[src/rtl/pipe_sequencer.sv]
// pipe_sequencer: run-mode FSM (IDLE/LOAD/RUN/HALT) for a multi-cycle pipeline.
// It steps the stage counter, holds the PC, and issues one-hot pipeline-register
// update strobes. The execute stage waits out a variable latency plus an external
// busy signal, with an optional timeout fault. It also counts retired instructions.
//
// Handshakes:
//   - boot_req_i  : level request. It is taken in IDLE or HALT and ignored in LOAD and RUN.
//   - load_done_i : must be high in the same cycle as boot_ack_i to enter RUN.
//   - boot_ack_i  : see load_done_i.
//   - exec_busy_i : stalls the execute stage while high. The stage completes only
//                   when the latency count has reached wait_q and exec_busy_i is low.
module pipe_sequencer #(
    parameter int              NSTAGE     = 4,
    parameter int              EXEC_STAGE = 2,
    parameter int              LAT_W      = 5,
    parameter int              PC_W       = 32,
    parameter logic [PC_W-1:0] RESET_PC   = '0,
    parameter int              TIMEOUT    = 0,
    parameter int              CNT_W      = 32
) (
    input  logic                      clk_i,
    input  logic                      rst_i,
    input  logic                      boot_req_i,
    input  logic                      load_done_i,
    input  logic                      boot_ack_i,
    input  logic [LAT_W-1:0]          wait_time_i,
    input  logic                      exec_busy_i,
    input  logic [PC_W-1:0]           npc_i,
    input  logic                      stop_req_i,
    output logic [1:0]                mode_o,
    output logic [$clog2(NSTAGE)-1:0] cur_stage_o,
    output logic [NSTAGE-1:0]         stage_upd_o,
    output logic                      exec_start_o,
    output logic [PC_W-1:0]           pc_o,
    output logic                      timeout_err_o,
    output logic [CNT_W-1:0]          retire_cnt_o
);

    localparam int SW = $clog2(NSTAGE);
    localparam int TW = (TIMEOUT > 1) ? $clog2(TIMEOUT) : 1;

    localparam logic [SW-1:0] EXEC_IDX = SW'(EXEC_STAGE);
    localparam logic [SW-1:0] PRE_IDX  = SW'(EXEC_STAGE - 1);
    localparam logic [SW-1:0] LAST_IDX = SW'(NSTAGE - 1);
    localparam logic [TW-1:0] TO_LAST  = TW'((TIMEOUT > 0) ? TIMEOUT - 1 : 0);
    localparam logic          TO_EN    = (TIMEOUT != 0);

    typedef enum logic [1:0] {
        MODE_IDLE = 2'd0,
        MODE_LOAD = 2'd1,
        MODE_RUN  = 2'd2,
        MODE_HALT = 2'd3
    } mode_t;

    mode_t             mode_q, mode_d;
    logic [SW-1:0]     stage_q, stage_d;
    logic [PC_W-1:0]   pc_q, pc_d;
    logic [LAT_W-1:0]  wait_q, wait_d;
    logic [LAT_W-1:0]  lat_q, lat_d;
    logic [TW-1:0]     exec_cyc_q, exec_cyc_d;
    logic              exec_start_q, exec_start_d;
    logic              timeout_err_q, timeout_err_d;
    logic [CNT_W-1:0]  retire_q, retire_d;

    logic in_exec;
    logic exec_done;
    logic exec_timeout;

    // Execute-stage status: completion has priority over the timeout fault.
    assign in_exec      = (mode_q == MODE_RUN) && (stage_q == EXEC_IDX);
    assign exec_done    = in_exec && (lat_q == wait_q) && !exec_busy_i;
    assign exec_timeout = in_exec && !exec_done && TO_EN && (exec_cyc_q == TO_LAST);

    // State register: all sequencer state, with synchronous reset.
    always_ff @(posedge clk_i) begin
        if (rst_i) begin
            mode_q        <= MODE_IDLE;
            stage_q       <= '0;
            pc_q          <= RESET_PC;
            wait_q        <= '0;
            lat_q         <= '0;
            exec_cyc_q    <= '0;
            exec_start_q  <= 1'b0;
            timeout_err_q <= 1'b0;
            retire_q      <= '0;
        end else begin
            mode_q        <= mode_d;
            stage_q       <= stage_d;
            pc_q          <= pc_d;
            wait_q        <= wait_d;
            lat_q         <= lat_d;
            exec_cyc_q    <= exec_cyc_d;
            exec_start_q  <= exec_start_d;
            timeout_err_q <= timeout_err_d;
            retire_q      <= retire_d;
        end
    end

    // Next-state logic: mode transitions, stage stepping, and per-stage side effects.
    always_comb begin
        mode_d        = mode_q;
        stage_d       = stage_q;
        pc_d          = pc_q;
        wait_d        = wait_q;
        lat_d         = lat_q;
        exec_cyc_d    = exec_cyc_q;
        exec_start_d  = 1'b0;
        timeout_err_d = timeout_err_q;
        retire_d      = retire_q;
        unique case (mode_q)
            MODE_IDLE: begin
                if (boot_req_i) mode_d = MODE_LOAD;
            end
            MODE_LOAD: begin
                if (load_done_i && boot_ack_i) mode_d = MODE_RUN;
            end
            MODE_RUN: begin
                if (stage_q == EXEC_IDX) begin
                    if (exec_done) begin
                        stage_d = stage_q + SW'(1);
                    end else if (exec_timeout) begin
                        timeout_err_d = 1'b1;
                        mode_d        = MODE_HALT;
                    end else begin
                        if (lat_q < wait_q) lat_d = lat_q + LAT_W'(1);
                        exec_cyc_d = exec_cyc_q + TW'(1);
                    end
                end else if (stage_q == LAST_IDX) begin
                    retire_d = retire_q + CNT_W'(1);
                    if (stop_req_i) mode_d = MODE_HALT;
                    else            stage_d = '0;
                end else begin
                    stage_d = stage_q + SW'(1);
                    // Entering the execute stage: capture the instruction's PC and latency.
                    if (stage_q == PRE_IDX) begin
                        pc_d         = npc_i;
                        wait_d       = wait_time_i;
                        lat_d        = '0;
                        exec_cyc_d   = '0;
                        exec_start_d = 1'b1;
                    end
                end
            end
            MODE_HALT: begin
                // Re-boot goes straight to LOAD; the retired count survives.
                if (boot_req_i) begin
                    mode_d        = MODE_LOAD;
                    pc_d          = RESET_PC;
                    stage_d       = '0;
                    timeout_err_d = 1'b0;
                end
            end
            default: mode_d = MODE_IDLE;
        endcase
    end

    // Output logic: one-hot update strobe for the current stage, suppressed during reset.
    always_comb begin
        stage_upd_o = '0;
        if (!rst_i && (mode_q == MODE_RUN) && ((stage_q != EXEC_IDX) || exec_done)) begin
            stage_upd_o = NSTAGE'(1) << stage_q;
        end
    end

    assign mode_o        = mode_q;
    assign cur_stage_o   = stage_q;
    assign exec_start_o  = exec_start_q;
    assign pc_o          = pc_q;
    assign timeout_err_o = timeout_err_q;
    assign retire_cnt_o  = retire_q;

endmodule

[config.mk]
export PLATFORM = sky130hd
export DESIGN_NAME = pipe_sequencer
export DESIGN_NICKNAME = d
export VERILOG_FILES = /design/src/rtl/pipe_sequencer.sv
export SDC_FILE = /design/constraint.sdc
export NUM_CORES = 1
export LEC_CHECK = 0
export BUFFER_PORTS_ARGS = -buffer_cell sky130_fd_sc_hd__buf_2
export CORE_MARGIN = 1
export CORE_UTILIZATION = 55
export CTS_CLUSTER_DIAMETER = 120
export DETAILED_ROUTE_END_ITERATION = 8
export GPL_ROUTABILITY_DRIVEN = 0
export PLACE_DENSITY = 0.92
export SLEW_MARGIN = 25
export SYNTH_ARGS = -nofsm -noshare
export SYNTH_HDL_FRONTEND = slang
export SYNTH_SLANG_ARGS = --single-unit
export TNS_END_PERCENT = 1
[constraint.sdc]
create_clock -name clk_i -period 5.4 [get_ports clk_i]
set_clock_uncertainty 0.05 [all_clocks]
set_input_delay 0.54 -clock clk_i [delete_from_list [all_inputs] [get_ports clk_i]]
set_output_delay 0.54 -clock clk_i [all_outputs]
set_load 0.02 [all_outputs]
[After elaboration in Yosys (flattened, before gate mapping)]
Index checks and enable logic that the tools add are counted.
Storage, ports and cells
  output and inout bits: 74
  bits in registers: 79
  word-level logic and storage cells: 80
  input bits: 44
Operators by class
  add/subtract/negate cells: 3
  shifts and indexed selects: 1
  mux-type cells: 24
  reductions and logical operators: 20
  eq/ne operators: 21
  bitwise gates (word level): 3
  order comparisons: 1
Operators with widths (count)
  32-bit 2-to-1 mux: 4
  32-bit one-hot mux with 2 select lines: 1
  32-bit by 1-bit adder with 32-bit output, second input constant: 1
  5-bit 2-to-1 mux: 5
  2-bit 2-to-1 mux: 10
  2-bit != test, second input constant: 8
  5-bit AND reduction: 3
  2-bit equality test, second input constant: 4
  2-bit by 1-bit != test with 1-bit output, second input constant: 4
  4-bit AND reduction: 2
  1-bit logical AND: 6
  2-bit one-hot mux with 3 select lines: 1
  5-bit by 1-bit adder with 5-bit output, second input constant: 1
  5-bit equality test: 1
  5-bit < comparator: 1
  2-bit by 1-bit equality test with 1-bit output, second input constant: 2
  4-bit 2-to-1 mux: 1
  4-bit != test, second input constant: 1
  2-bit one-hot mux with 2 select lines: 1
  2-bit nonzero test: 2
  4-bit OR reduction: 1
  1-bit by 2-bit left shift with 4-bit output, first input constant: 1
  3-bit != test, second input constant: 1
  1-bit inverter: 3
  7 further kinds: 8

[Depth between registers and ports, before layout]
  word-level depth: 7
  depth in mapped cells: 9
  gate-level depth less buffers: 6

[Least setup slack after synthesis]
OpenSTA, ideal clock, no wires.
  path kind: register -> register
  from: register stage_q[0], in the netlist cur_stage_o[0]
  to: register retire_q[23], in the netlist retire_cnt_o[23]
  buffers on the path: 2
  arrival time: 2.511 ns
  period minus slack after synthesis: 2.632 ns
  slack: 2.768 ns
  stages on the path, launching flop included: 9
  required time: 5.280 ns
  setup time: 0.070 ns
  path through: dfxtp_1 > inv_1 > ha_1 > nand4b_2 > or4_1 > buf_2 > buf_6 > or4_1 > a21oi_1
Between the ends
  cells in the longest elaborated chain, start to end: 3
  elaborated cells on any way between the ends: 4
  classes of those cells: 2 x eq/ne; 1 x bitwise; 1 x reduce/logical
Ends and longest elaborated chain
  start: declaration: line 56  | logic [SW-1:0] stage_q, stage_d;
  start signal: assignment: line 88  | stage_q <= stage_d;
  2-bit equality test: line 118  | if (stage_q == EXEC_IDX) begin
  1-bit inverter (no source line)
  3-bit AND reduction (no source line) (*)
  end signal: assignment: line 95  | retire_q <= retire_d;
  end: declaration: line 63  | logic [CNT_W-1:0] retire_q, retire_d;
Mark *: on every way between the ends. The rest lies on a longest branch, timed or not.
A chain may end at the register's enable or synchronous reset.

[Worst setup path in the final report]
  from: register mode_q[1], in the netlist mode_o[1]
  to: register retire_q[19], in the netlist retire_cnt_o[19]
Between the ends
  cells in the longest elaborated chain, start to end: 2
Ends and longest elaborated chain
  start: declaration: line 55  | mode_t mode_q, mode_d;
  start signal: assignment: line 87  | mode_q <= mode_d;
  2-bit equality test: line 110  | unique case (mode_q)
  3-bit AND reduction (no source line)
No other way between the ends.

==> qor.csv <==
metric,value,unit
worst_pin_slew,997,ps
rsz0062_at_grt,no,
synth-seq-cells,79,
grt_max_degree,86,
drcViolationCount,0,
finalCritPeriodShare,57.8,%
drtAntennaViolNets,0,
async_flop_share,0,%
drtPass1Iterations,6,
p_leak,1.88,nW
gr-total-overflow,0,
cts_buffers,9,
timing.rr.end,retire_cnt_o[19],
vias,3786,
die_h,85.5,µm
finalPower,1.70,mW
grt_pass1_wl,15.1,mm
fmax,0.320,GHz
rrSetupSlack,2280,ps
yosysSeqAreaShare,41.2,%
worstPathArrival,3340,ps
yosys.cell_types.count,47,
hp-class,in2reg,
drive_gt1_share,24.4,%
fin_ws,2280,ps
die_width,85.5,µm
place_hpwl,6.31,mm
place_ws,2330,ps
num_rows,30,
die_area,7310,µm²
viasPerCell,5.90,
cts_setup_buffers,0,
synthFlopType,dfxtp_1,
crit_path_end_kind,register,
design_area,4620,µm²
grt_pass1_vias,3437,
period_minus_slack,3120,ps
totalWireLength,9.46,mm
antennaDiodeCount,0,
path_class,reg2reg,
clk-insertion-delay-late,340,ps
synth_edf_count,0,
core_area,6760,µm²
fin_util,68.3,%
place_area,4400,µm²
setup_viol,0,
start_kind,register,
antenna_found_initial,0,
synth_cells,462,
nNetsFinal,616,
postCtsResizedCells,0,
cts_max_level,3,
worstHoldStart,wait_time_i[1],
timing.rr.start,mode_o[1],
syn_area,3840,µm²
drv_slew,0,
peakVddDrop,0.324,mV
cts_tree,done,
status,completed,
required,5620,ps
io_pins,118,
postCtsHoldBufs,0,
maxSlewHeadroom,33.6,%
tns,0,ps
drt_first_iter_violations,217,
wl_per_cell,14.7,µm
area_delta_synth_final,20.3,%
syn_nets,521,
rr_worst_depth,5,
finalHoldViolCount,0,
clk_pin_slew,80,ps
drv_cap,0,
track_usage,25.4,%
cts_buffer_depth,2,
hold-path-endpoint,wait_q[1],
worstHoldPathCells,3,
critPathMaxFanout,24,
ys.warnings.count,0,
clock-root-buffer,clkbuf_8,
syn_area_per_cell,8.30,µm²
initial_utilization,56.8,%
port_buffers,116,
power_density,369,nW/µm²
clock_sinks,79,
==> state kept, by name, summed over array words and instances (netlist names) <==
signal	cells
retire_cnt_o	32
wait_q	5
lat_q	5
pc_o	32
cur_stage_o	2
mode_o	2
exec_start_o	1
==> routing by layer <==
layer	vias up	share of wire (%)	GRT usage [%]
li1	1865	-	-
met1	1795	43	29.8
met2	107	51	45.7
met3	19	4.2	4.04
met4	0	1.8	11.5
met5	-	0	0
==> layout by cell type, fill, tap and decap left out, types with 4 or more instances in the layout <==
cell type  instances
buf_2            116
dfxtp_1           79
a21oi_1           66
nand2_1           52
nand3b_1          34
inv_1             24
nor2_1            23
or4_1             22
o31ai_1           20
nand3_1           16
ha_1              15
clkbuf_8           9
nand4_1            7
o21ai_0            6
o211ai_1           5
and4_1             4
nor3_1             4
and3_1             4
or3_1              4
xor2_1             4
==> kinds of logic (layout without fill, tap and decap cells) <==
logic type,Yosys count,after routing,share of synthesized area (%)
other,1,1,0.0978
AO/OA/AOI/OAI,115,115,18.2
adder cells (fa/ha/maj),15,15,4.89
multiplexers,3,3,0.783
AND/OR/NAND/NOR,184,184,27.2
flip-flops,79,79,41.2
buffers and inverters,58,158,6.00
XOR/XNOR,7,7,1.60
==> Yosys cell counts, types with 3 or more instances <==
cell type	number	area (µm²)
and3_1	4	25.0
clkbuf_1	29	109
o211ai_1	5	37.5
a211oi_1	3	22.5
nand3_1	16	80.1
nor2_1	23	86.3
nor3_1	4	20.0
xor2_1	4	35.0
nand2_1	52	195
o21ai_0	6	30.0
o31ai_1	20	150
xnor2_1	3	26.3
nand3b_1	34	255
or4_1	22	165
dfxtp_1	79	1580
ha_1	15	188
mux2i_1	3	30.0
a21oi_1	67	335
and4_1	4	35.0
nand4_1	7	43.8
inv_1	24	90.1
a211o_1	3	26.3
or3_1	4	25.0
==> cell type report <==
| class | instances | area [µm²] |
|---|---|---|
| inverter | 24 | 90.1 |
| timing repair buffer | 118 | 596 |
| clock buffer | 10 | 128 |
| multi-input combinational | 325 | 2030 |
| fill | 562 | 2140 |
| sequential | 79 | 1580 |
| tap | 80 | 100 |
| clock inverter | 6 | 92.6 |
==> critical path, cell delays in order, from the launching register on <==
cell and delay, ps:
dfxtp_1 410, ha_1 660, nand4b_2 250, or4_1 880, or4_1 620, a21oi_1 170
==> power breakdown <==
| part | switching, mW | total (mW) | internal [mW] |
|---|---|---|---|
| clock | 0.223 | 0.486 | 0.263 |
| combinational | 0.343 | 0.520 | 0.177 |
| sequential | 0.0449 | 0.697 | 0.652 |
==> metrics by stage <==
stage	hold WS [ps]	std cells
floorplan	417	462
global placement	385	626
detailed placement	392	626
CTS	369	642
global route	386	642
finish	374	642
==> worst max-delay path by stage <==
stage	from	to	slack [ps]	cells past startpoint
after floorplan	cur_stage_o[0]	retire_cnt_o[23]	2770	8
after global placement	mode_o[1]	retire_cnt_o[31]	2460	5
after detailed placement	mode_o[1]	retire_cnt_o[19]	2330	5
after CTS	mode_o[1]	retire_cnt_o[19]	2280	5
after global routing	mode_o[1]	retire_cnt_o[19]	2070	5
final	mode_o[1]	retire_cnt_o[19]	2280	5
(Power assumes the default switching activity.)
